===== config.mk =====
export PLATFORM = sky130hd
export DESIGN_NAME = cdb_arbiter
export DESIGN_NICKNAME = d
export VERILOG_FILES = /design/src/rtl/cdb_arbiter.sv
export SDC_FILE = /design/constraint.sdc
export NUM_CORES = 1
export LEC_CHECK = 0
export CAP_MARGIN = 20
export CORE_ASPECT_RATIO = 2
export CORE_MARGIN = 4
export CORE_UTILIZATION = 29
export CTS_CLUSTER_SIZE = 8
export DETAILED_ROUTE_END_ITERATION = 7
export PLACE_DENSITY = 0.58
export SLEW_MARGIN = 5
export SYNTH_ARGS = -nofsm -noshare
export SYNTH_HDL_FRONTEND = slang
export SYNTH_SLANG_ARGS = --single-unit

===== constraint.sdc =====
create_clock -name clk -period 2.8 [get_ports clk]
set_input_delay 0.56 -clock clk [delete_from_list [all_inputs] [get_ports clk]]
set_output_delay 0.56 -clock clk [all_outputs]
set_load 0.01 [all_outputs]

===== src/rtl/cdb_arbiter.sv =====
// Round-robin Common Data Bus arbiter: one holding register per execution unit,
// at most one grant per cycle, registered CDB broadcast.
module cdb_arbiter #(
    parameter int NUM_REQ = 4,
    parameter int TAG_W   = 6,
    parameter int DATA_W  = 32
) (
    input  logic                       clk,
    input  logic                       reset,
    input  logic [NUM_REQ-1:0]         req_valid,
    input  logic [NUM_REQ*TAG_W-1:0]   req_tag,
    input  logic [NUM_REQ*DATA_W-1:0]  req_data,
    output logic [NUM_REQ-1:0]         req_ready,
    output logic                       cdb_valid,
    output logic [TAG_W-1:0]           cdb_tag,
    output logic [DATA_W-1:0]          cdb_data,
    output logic [$clog2(NUM_REQ)-1:0] cdb_src
);

    localparam int PTR_W = $clog2(NUM_REQ);

    logic [NUM_REQ-1:0] hold_valid_q, hold_valid_d;
    logic [TAG_W-1:0]   hold_tag_q  [NUM_REQ];
    logic [TAG_W-1:0]   hold_tag_d  [NUM_REQ];
    logic [DATA_W-1:0]  hold_data_q [NUM_REQ];
    logic [DATA_W-1:0]  hold_data_d [NUM_REQ];
    logic [PTR_W-1:0]   rr_ptr_q, rr_ptr_d;
    logic               cdb_valid_q, cdb_valid_d;
    logic [TAG_W-1:0]   cdb_tag_q, cdb_tag_d;
    logic [DATA_W-1:0]  cdb_data_q, cdb_data_d;
    logic [PTR_W-1:0]   cdb_src_q, cdb_src_d;

    logic [NUM_REQ-1:0] grant_s;
    logic [NUM_REQ-1:0] accept_s;
    logic [PTR_W-1:0]   grant_idx_s;
    logic               grant_any_s;

    // (base + off) mod NUM_REQ, with off < NUM_REQ so one subtraction suffices
    function automatic logic [PTR_W-1:0] wrap_idx(input logic [PTR_W-1:0] base,
                                                  input int unsigned off);
        int unsigned sum;
        sum = 32'(base) + off;
        if (sum >= 32'(NUM_REQ)) begin
            sum = sum - 32'(NUM_REQ);
        end else begin
            sum = sum;
        end
        return PTR_W'(sum);
    endfunction

    // Round-robin search; scanning downward lets the nearest index to rr_ptr win
    always_comb begin
        grant_idx_s = '0;
        grant_any_s = 1'b0;
        for (int k = NUM_REQ - 1; k >= 0; k--) begin
            grant_idx_s = hold_valid_q[wrap_idx(rr_ptr_q, k)] ? wrap_idx(rr_ptr_q, k) : grant_idx_s;
            grant_any_s = grant_any_s | hold_valid_q[wrap_idx(rr_ptr_q, k)];
        end
        for (int i = 0; i < NUM_REQ; i++) begin
            grant_s[i] = grant_any_s && (grant_idx_s == PTR_W'(i));
        end
    end

    assign req_ready = reset ? (~hold_valid_q | grant_s) : {NUM_REQ{1'b0}};
    assign accept_s  = req_valid & req_ready;

    // Next state: accepts overwrite a releasing hold so a lone unit streams at full rate
    always_comb begin
        hold_valid_d = hold_valid_q;
        hold_tag_d   = hold_tag_q;
        hold_data_d  = hold_data_q;
        for (int i = 0; i < NUM_REQ; i++) begin
            if (accept_s[i]) begin
                hold_valid_d[i] = 1'b1;
                hold_tag_d[i]   = req_tag[i*TAG_W +: TAG_W];
                hold_data_d[i]  = req_data[i*DATA_W +: DATA_W];
            end else if (grant_s[i]) begin
                hold_valid_d[i] = 1'b0;
            end else begin
                hold_valid_d[i] = hold_valid_q[i];
            end
        end
        if (grant_any_s) begin
            cdb_valid_d = 1'b1;
            cdb_tag_d   = hold_tag_q[grant_idx_s];
            cdb_data_d  = hold_data_q[grant_idx_s];
            cdb_src_d   = grant_idx_s;
            rr_ptr_d    = (grant_idx_s == PTR_W'(NUM_REQ - 1)) ? '0 : grant_idx_s + PTR_W'(1);
        end else begin
            cdb_valid_d = 1'b0;
            cdb_tag_d   = cdb_tag_q;
            cdb_data_d  = cdb_data_q;
            cdb_src_d   = cdb_src_q;
            rr_ptr_d    = rr_ptr_q;
        end
    end

    // State registers with synchronous active-low clear
    always_ff @(posedge clk) begin
        if (!reset) begin
            hold_valid_q <= '0;
            for (int i = 0; i < NUM_REQ; i++) begin
                hold_tag_q[i]  <= '0;
                hold_data_q[i] <= '0;
            end
            rr_ptr_q    <= '0;
            cdb_valid_q <= 1'b0;
            cdb_tag_q   <= '0;
            cdb_data_q  <= '0;
            cdb_src_q   <= '0;
        end else begin
            hold_valid_q <= hold_valid_d;
            hold_tag_q   <= hold_tag_d;
            hold_data_q  <= hold_data_d;
            rr_ptr_q     <= rr_ptr_d;
            cdb_valid_q  <= cdb_valid_d;
            cdb_tag_q    <= cdb_tag_d;
            cdb_data_q   <= cdb_data_d;
            cdb_src_q    <= cdb_src_d;
        end
    end

    assign cdb_valid = cdb_valid_q;
    assign cdb_tag   = cdb_tag_q;
    assign cdb_data  = cdb_data_q;
    assign cdb_src   = cdb_src_q;

endmodule

# After elaboration in Yosys (flattened, before gate mapping)
# Index checks and enable logic that the tools add are counted.
# op_classes
magnitude_cmp	9
n_eq_ne	3
add_sub_neg	8
mux	33
bitwise	7
n_reduce_logical	9
# ops
op	count
32-bit binary-select mux with 2-bit select	1
32-bit two-way mux	2
2-bit two-way mux	9
1-bit two-way mux	13
6-bit binary-select mux with 2-bit select	1
3-bit greater-or-equal comparator (second input constant)	4
2-bit by 3-bit < comparator with 1-bit output (second input constant)	4
6-bit two-way mux	2
1-bit binary-select mux with 2-bit select	4
2-bit nonzero test	4
2-bit by 1-bit subtractor with 2-bit output (second input constant)	4
2-bit by 2-bit adder with 3-bit output (second input constant)	2
4-bit AND	1
2-bit == test (second input constant)	2
1-bit logical AND	4
4-bit two-way mux	1
4-bit inverter	1
4-bit OR	1
2-bit by 1-bit adder with 3-bit output (second input constant)	1
2-bit by 3-bit greater-or-equal comparator with 1-bit output (second input constant)	1
2-bit inverter with 3-bit output	1
1-bit OR	3
2-bit by 1-bit adder with 2-bit output (second input constant)	1
2-bit by 1-bit == test with 1-bit output (second input constant)	1
2-bit zero test	1
# totals
elab_cells	86
reg_bits	199
input_bits	158

# Depth between registers and ports, before layout
# Gate-level depths: netlist (run 1).
# logic_depth
depth_word	15
mapped_depth	13
ltp_nobuf	9

# Worst setup path before layout (run 1)
# No wires, ideal clock.
# synth_timing
path_kind	register to register
start	register hold_valid_q[3]
end	register hold_data_q[29] (netlist name)
required_time_ns	2.669
synth_period_minus_slack_ns	2.637
path_stages_with_launch	12
arrival_ns	2.506
setup_slack_ns	0.163
setup_ns	0.131
cell_sequence	dfxtp_1 > nand2b_1 > a21boi_1 > or3_1 > inv_2 > clkbuf_1 > ha_1 > nand2b_1 > and3_1 > clkbuf_1 > clkbuf_1 > o21ai_0
# synth_via
elab_chain_len	11
word_cells_on_any_way	21
# synth_lines
item	line	text
from (decl)	22	logic [NUM_REQ-1:0] hold_valid_q, hold_valid_d;
from (signal assigned)	112	hold_valid_q <= hold_valid_d;
1-bit binary-select mux with 2-bit select	56, 57	
1-bit two-way mux (not written as such)	56, 57	
2-bit two-way mux (4 in a row)	56	grant_idx_s = hold_valid_q[wrap_idx(rr_ptr_q, k)] ? wrap_idx(rr_ptr_q, k) : grant_idx_s;
2-bit == test	60	grant_s[i] = grant_any_s && (grant_idx_s == PTR_W'(i));
1-bit logical AND	60	
4-bit OR (*)	64	assign req_ready = reset ? (~hold_valid_q | grant_s) : {NUM_REQ{1'b0}};
4-bit two-way mux (*)	64	
4-bit AND (*)	65	assign accept_s = req_valid & req_ready;
to (signal assigned)	114	hold_data_q <= hold_data_d;
to (decl)	25	logic [DATA_W-1:0] hold_data_q [NUM_REQ];
# Mark *: on every way between the ends. The rest lies on a longest branch, timed or not. The select of a mux whose other input is x is not followed.
# A chain may end at the register's enable or synchronous reset.

# Worst setup path after layout (run 1)
# layout_timing
start	register rr_ptr_q[1]
end	output port req_ready[0]
# layout_via
elab_chain_len	13
word_cells_on_any_way	34
# layout_lines
item	line	text
from (decl)	27	logic [PTR_W-1:0] rr_ptr_q, rr_ptr_d;
from (signal assigned)	115	rr_ptr_q <= rr_ptr_d;
2-bit by 2-bit adder with 3-bit output	42	sum = 32'(base) + off;
3-bit greater-or-equal comparator or 2-bit by 1-bit subtractor with 2-bit output (tied branches)	43, 44	
2-bit two-way mux	43	if (sum >= 32'(NUM_REQ)) begin
1-bit binary-select mux with 2-bit select	56, 57	
1-bit two-way mux (not written as such)	56, 57	
2-bit two-way mux (4 in a row)	56	
2-bit zero test	60	
1-bit logical AND (*)	60	
4-bit OR (*)	64	
4-bit two-way mux (*)	64	
to (decl)	13	output logic [NUM_REQ-1:0] req_ready,
# Marks and branches as above.

==> reports/metrics.csv, run 1 <==
metric;value;unit
status;finished, final reports clean;
Final Util;42.00;%
post-CTS setup buffer count;0;
EDFF count, synth;0;
Final Cycle Share;96.36;%
RSZ-0062 raised after global routing;no;
die area;0.02854;mm²
WP data required;2240;ps
Worst setup EP type;output port;
IO buf count;202;
fillers;2461;
CTS Buffer Depth;2;
core area;0.02524;mm²
Final #Nets;1059;
Crit path largest cell delay;390;ps
Final min period;2698;ps
area of the mapped netlist;0.007467;mm²
Yosys reg bits;199;
Slew HR;29.60;%
Post-Syn Area per Cell;10.52;µm²
static leakage;4.155;nW
TritonCTS clock tree;done;
Setup CP Type;flop to output port;
Flop pwr share;45.5;%
crit path cell chain;nor3b_4, buf_4, a21oi_4, buf_4, and3_1, nor2_2, and2_1, clkdlybuf4s15_1;
Top FF cell, synth;dfxtp_1;
max_cap viols;0;
skew final;9.102;ps
crit path buf inv count;3;
most used cell, CP;buf_4;
NetSw;0.002077;W
Final Hold Viols;0;
critical path's top delay family;simple AND/OR/NAND/NOR gates;
post-synthesis cell type count;37;
# setup viols final;0;
Slowest-stage cell, CP;dfxtp_4;
Slew @ Worst Pin;1056;ps
Post-route DRC;0;
DP Wirelength;18080;µm
Clk Latency, worst-skew pair;440;ps
largest cells by area after synthesis;dfxtp_1 53%, a22o_1 13%, mux2i_1 10%;
row count;82;
Hold Path Depth;2;
initial antenna violation count;4;
Routed WL;25850;µm
GRT overflow;0;
clock sinks;199;
clock root buffer master;clkbuf_16;
Max H-tree Level;4;
clock share of power;32.9;%
Syn. warnings;0;
largest net degree at the start of global routing;40;
Antenna Nets Post-Route;0;
starting density of the core;29.59;%
Num CTS Buffers;17;
cell count along the critical path;8;
ys async rst share;0;%
most frequent cell after synthesis;dfxtp_1;
internal power;0.005213;W
WHS;457.0;ps
f_max;0.3706;GHz
Hold Path Class;input port to flop;
Tot Pwr;0.007290;W
iteration count of the initial detailed-routing pass;4;
pre-CTS setup slack;97.41;ps
Synth top area share;53.35;%
Max rail drop VDD;0.4583;mV
Sw Share;28.49;%
Syn Inst Count;710;
DIE WIDTH;121.5;µm
worst r2r path cells;7;
CTS Hold Bufs;0;
most frequent cells after synthesis;199 x dfxtp_1, 114 x a22o_1, 86 x nand2_1, 80 x o21ai_0, 77 x mux2i_1;
Detailed Route Iter0 Violations;286;
combinational fraction of design power;21.6;%
Worst-path clk slew;70;ps
RD Place Congestion;0.8529;
post-synth top area cell;dfxtp_1;
crit path DAT;2140;ps
routed wire length per instance;20.65;µm
setup TNS;0;ps
via-per-instance ratio;5.031;
Die Y;234.9;µm
Power Dens Cells;687.6;mW/mm²
sequential area share after synthesis;53.35;%
Global Route Usage Sum;18.07;%
vias in the first global route;6689;
Slew Viols, Final;0;
Setup crit start kind;flop;
setup ws final;101.8;ps
syn_nets;869;
via count;6299;
Layout area overhead;41.97;%
share of cells above drive strength 1;9.748;%
boundary pin count;203;
global-route wire length before repair;38700;µm
Critical Path Fanout Max;7;
power by group through the flow:
stage	Sequential [W]	Combinational, W	Clock (W)
after floorplan	0.00337	0.000754	0
after global routing	0.00335	0.00170	0.00257
final	0.00331	0.00158	0.00240
after global placement	0.00336	0.00157	0
after CTS	0.00331	0.00160	0.00246
after detailed placement	0.00337	0.00159	0
stage by stage:
stage	cell area, µm²	cells
detailed placement	9988	1217
floorplan	7467	710
global placement	9988	1217
global route	10600	1252
CTS	10570	1249
finish	10600	1252
layout by cell type (no fill, tap or decap), types with 3 or more instances in the layout:
cell type / n
nor2_1: 4
buf_12: 5
clkinv_2: 4
inv_1: 4
diode_2: 3
a221oi_1: 38
and2_1: 4
o21ai_0: 78
clkbuf_16: 17
buf_4: 29
a21boi_0: 7
clkinv_4: 3
a22o_1: 114
mux2i_1: 76
nor2b_1: 3
nand2_1: 84
dfxtp_1: 195
clkdlybuf4s50_1: 197
cell type report:
cell class                      count  area, µm²  share of cell area, %
Tap cell                          336      420.4                  3.966
Sequential cell                   199       3994                  37.67
Clock inverter                     11      100.1                 0.9442
Clock buffer                       21      460.4                  4.343
Antenna cell                        3      7.507                0.07081
Inverter                            6      22.52                 0.2124
Timing Repair Buffer              235       2323                  21.92
Multi-Input combinational cell    441       3273                  30.87
per-layer routing:
metal / GRT usage, % / part of all wire [%] / up-vias
li1: - / - / 3020
met4: 8.194 / 3.6 / 2
met3: 4.019 / 3.9 / 45
met5: 0 / 0.050 / -
met2: 34.59 / 57 / 186
met1: 17.93 / 36 / 3046
state kept, by name (all words and copies together) (netlist names):
| signal | flops |
|---|---|
| cdb_data | 32 |
| cdb_src | 2 |
| cdb_tag | 6 |
| cdb_valid | 1 |
| hold_data_q | 128 |
| hold_tag_q | 24 |
| hold_valid_q | 4 |
| rr_ptr_q | 2 |
timing repair:
action / CTS / global route
gates cloned: 0 / 0
setup endpoints to repair: 4 / 3
resized for setup: 18 / 7
cells by family after synthesis:
kind of cell	after synthesis	synth area share [%]
DFF	199	53.35
muxes	77	10.32
buffers and inverters	70	4.574
AOI/OAI and AO/OA	251	25.03
adders and majority gates	1	0.1675
and+or+nand+nor	112	6.552
final timing paths:
check	from	slack (ps)	endpoint
min	reset	460	rr_ptr_q[1]$_SDFFE_PN0P_
max reg2reg	hold_valid_q[3]$_SDFFE_PN0P_	390	hold_data_q[123]$_SDFFE_PN0P_
max	rr_ptr_q[1]$_SDFFE_PN0P_	100	req_ready[0]
min reg2reg	hold_tag_q[1]$_SDFFE_PN0P_	460	hold_tag_q[1]$_SDFFE_PN0P_
Power figures use the tool's default switching activity.
==> run 2: changes to the inputs <==
Settings changed: GPL_TIMING_DRIVEN from default to 0.
==> reports/metrics.csv, run 2 (synthesis gave the netlist of run 1 again) <==
metric;value;unit
internal power;0.005568;W
FF-to-FF Start;rr_ptr_q[1]$_SDFFE_PN0P_;
via count;6428;
Hold Crit Start;hold_tag_q[3]$_SDFFE_PN0P_;
crit path cell chain;buf_6, nand2_4, o22ai_4, or3_4, inv_6, clkbuf_16, ha_4, nand2b_4, and2_4, buf_6;
setup ws final;36.55;ps
Tot Pwr;0.007641;W
Clk Latency, worst-skew pair;440;ps
sequential cell area;0.003994;mm²
Slowest-stage cell, CP;or3_4;
combinational fraction of design power;21.6;%
share of cells above drive strength 1;10.37;%
Worst Hold End;hold_tag_q[3]$_SDFFE_PN0P_;
Antenna Nets Post-Route;0;
GRT overflow;0;
Reg2Reg Setup Slack;210;ps
Setup CP Type;flop to output port;
core area;0.02524;mm²
RSZ-0062 raised after global routing;yes;
static leakage;4.279;nW
iteration count of the initial detailed-routing pass;5;
Final #Nets;1101;
Die Y;234.9;µm
skew final;5.563;ps
Final min period;2763;ps
TritonCTS clock tree;done;
IO buf count;201;
initial antenna violation count;2;
crit path DAT;2200;ps
largest net degree at the start of global routing;20;
Max H-tree Level;4;
Flop pwr share;43.4;%
status;finished, final reports clean;
Sw Share;27.14;%
most common cell after layout, fill and taps aside;clkdlybuf4s50_1;
crit path buf inv count;4;
clock share of power;35.0;%
setup TNS;0;ps
DP Wirelength;20240;µm
pre-CTS setup slack;-932.6;ps
most flop-heavy register;hold_data_q;
Worst setup EP type;output port;
Multi-input gate area;0.003219;mm²
starting density of the core;29.59;%
Slew Viols, Final;0;
Detailed Route Iter0 Violations;314;
RD Place Congestion;0.8192;
Post-route DRC;0;
commonest cells after routing, fill and taps aside;197 x clkdlybuf4s50_1, 193 x dfxtp_1, 114 x a22o_1, 84 x nand2_1, 79 x o21ai_0;
DIE WIDTH;121.5;µm
Global Route Usage Sum;18.78;%
crit path from;rr_ptr_q[1]$_SDFFE_PN0P_;
row count;82;
f_max;0.3619;GHz
Power Dens Cells;709.0;mW/mm²
Slew @ Worst Pin;906.9;ps
CTS Buffer Depth;2;
WP data required;2240;ps
global-route wire length before repair;39620;µm
clock sinks;199;
Layout area overhead;44.34;%
vias in the first global route;6540;
# setup viols final;0;
worst r2r path cells;12;
NetSw;0.002074;W
via-per-instance ratio;4.971;
routed wire length per instance;21.00;µm
die area;0.02854;mm²
most used cell, CP;buf_6;
boundary pin count;203;
Routed WL;27160;µm
Hold Path Class;flop to flop;
Setup crit start kind;flop;
Critical Path Fanout Max;7;
Max rail drop VDD;0.4435;mV
Crit path largest cell delay;440;ps
Critical R2R Capture;hold_data_q[29]$_SDFFE_PN0P_;
CTS Hold Bufs;0;
critical path's top delay family;simple AND/OR/NAND/NOR gates;
max FFs per register;128;
fillers;2527;
Final Hold Viols;0;
Final Util;42.70;%
Num CTS Buffers;17;
Hold Path Depth;2;
Worst-path clk slew;70;ps
Slew HR;38.98;%
max_cap viols;0;
Final Cycle Share;98.69;%
WHS;456.9;ps
clock root buffer master;clkbuf_16;
==> run 2: power groups by stage <==
stage                     logic, W  clock network (W)  registers (W)
after floorplan           0.000754                  0        0.00337
after global placement     0.00155                  0        0.00337
after detailed placement   0.00156                  0        0.00337
after CTS                  0.00162            0.00273        0.00332
after global routing       0.00176            0.00284        0.00335
final                      0.00165            0.00267        0.00332
==> run 2: what timing repair did <==
item / CTS / global route
gates resized for setup: 48 / 17
setup buffers: 2 / 13
endpoints found under the setup margin: 42 / 26
pin swaps: 2 / 3
==> run 2: final cells by class <==
cell class | count | share of cell area [%]
flip-flops and latches | 199 | 37.06
multi-input cells | 441 | 29.87
repair buffers | 216 | 19.65
clock buffers | 25 | 4.597
well taps | 336 | 3.901
plain buffers | 61 | 3.204
clock inverters | 7 | 1.300
inverters | 6 | 0.3715
diodes | 2 | 0.04644
==> run 2: layer usage <==
layer	routed length (µm)	GRT usage [%]	part of all wire, %	vias to the layer above
li1	-	-	-	3118
met1	9997	19.52	37	3092
met2	15220	35.30	56	175
met3	1102	3.562	4.1	43
met4	836	8.739	3.1	0
met5	0	0	0	-
==> run 2: worst max path at each step <==
stage	end	slack [ps]	cells after the start
CTS	req_ready[3]	-110	9
finish	req_ready[3]	40	10
global route	req_ready[3]	-30	9
floorplan	hold_data_q[29]$_SDFFE_PN0P_	160	11
global placement	hold_data_q[5]$_SDFFE_PN0P_	-910	12
detailed placement	hold_data_q[1]$_SDFFE_PN0P_	-930	12
==> run 2: worst register-to-register path: cells and delay by family, from the launching register on <==
family / cells / cell delay (ps)
buf+inv: 5 / 970
simple gates: 4 / 860
fa+ha+maj: 1 / 120
flops: 1 / 320
compound gates: 2 / 200
==> run 2: per-stage QoR <==
stage | cell area [µm²] | cells
finish | 10780 | 1293
global route | 10780 | 1293
CTS | 10660 | 1280
detailed placement | 9899 | 1247
global placement | 9899 | 1247
floorplan | 7467 | 710
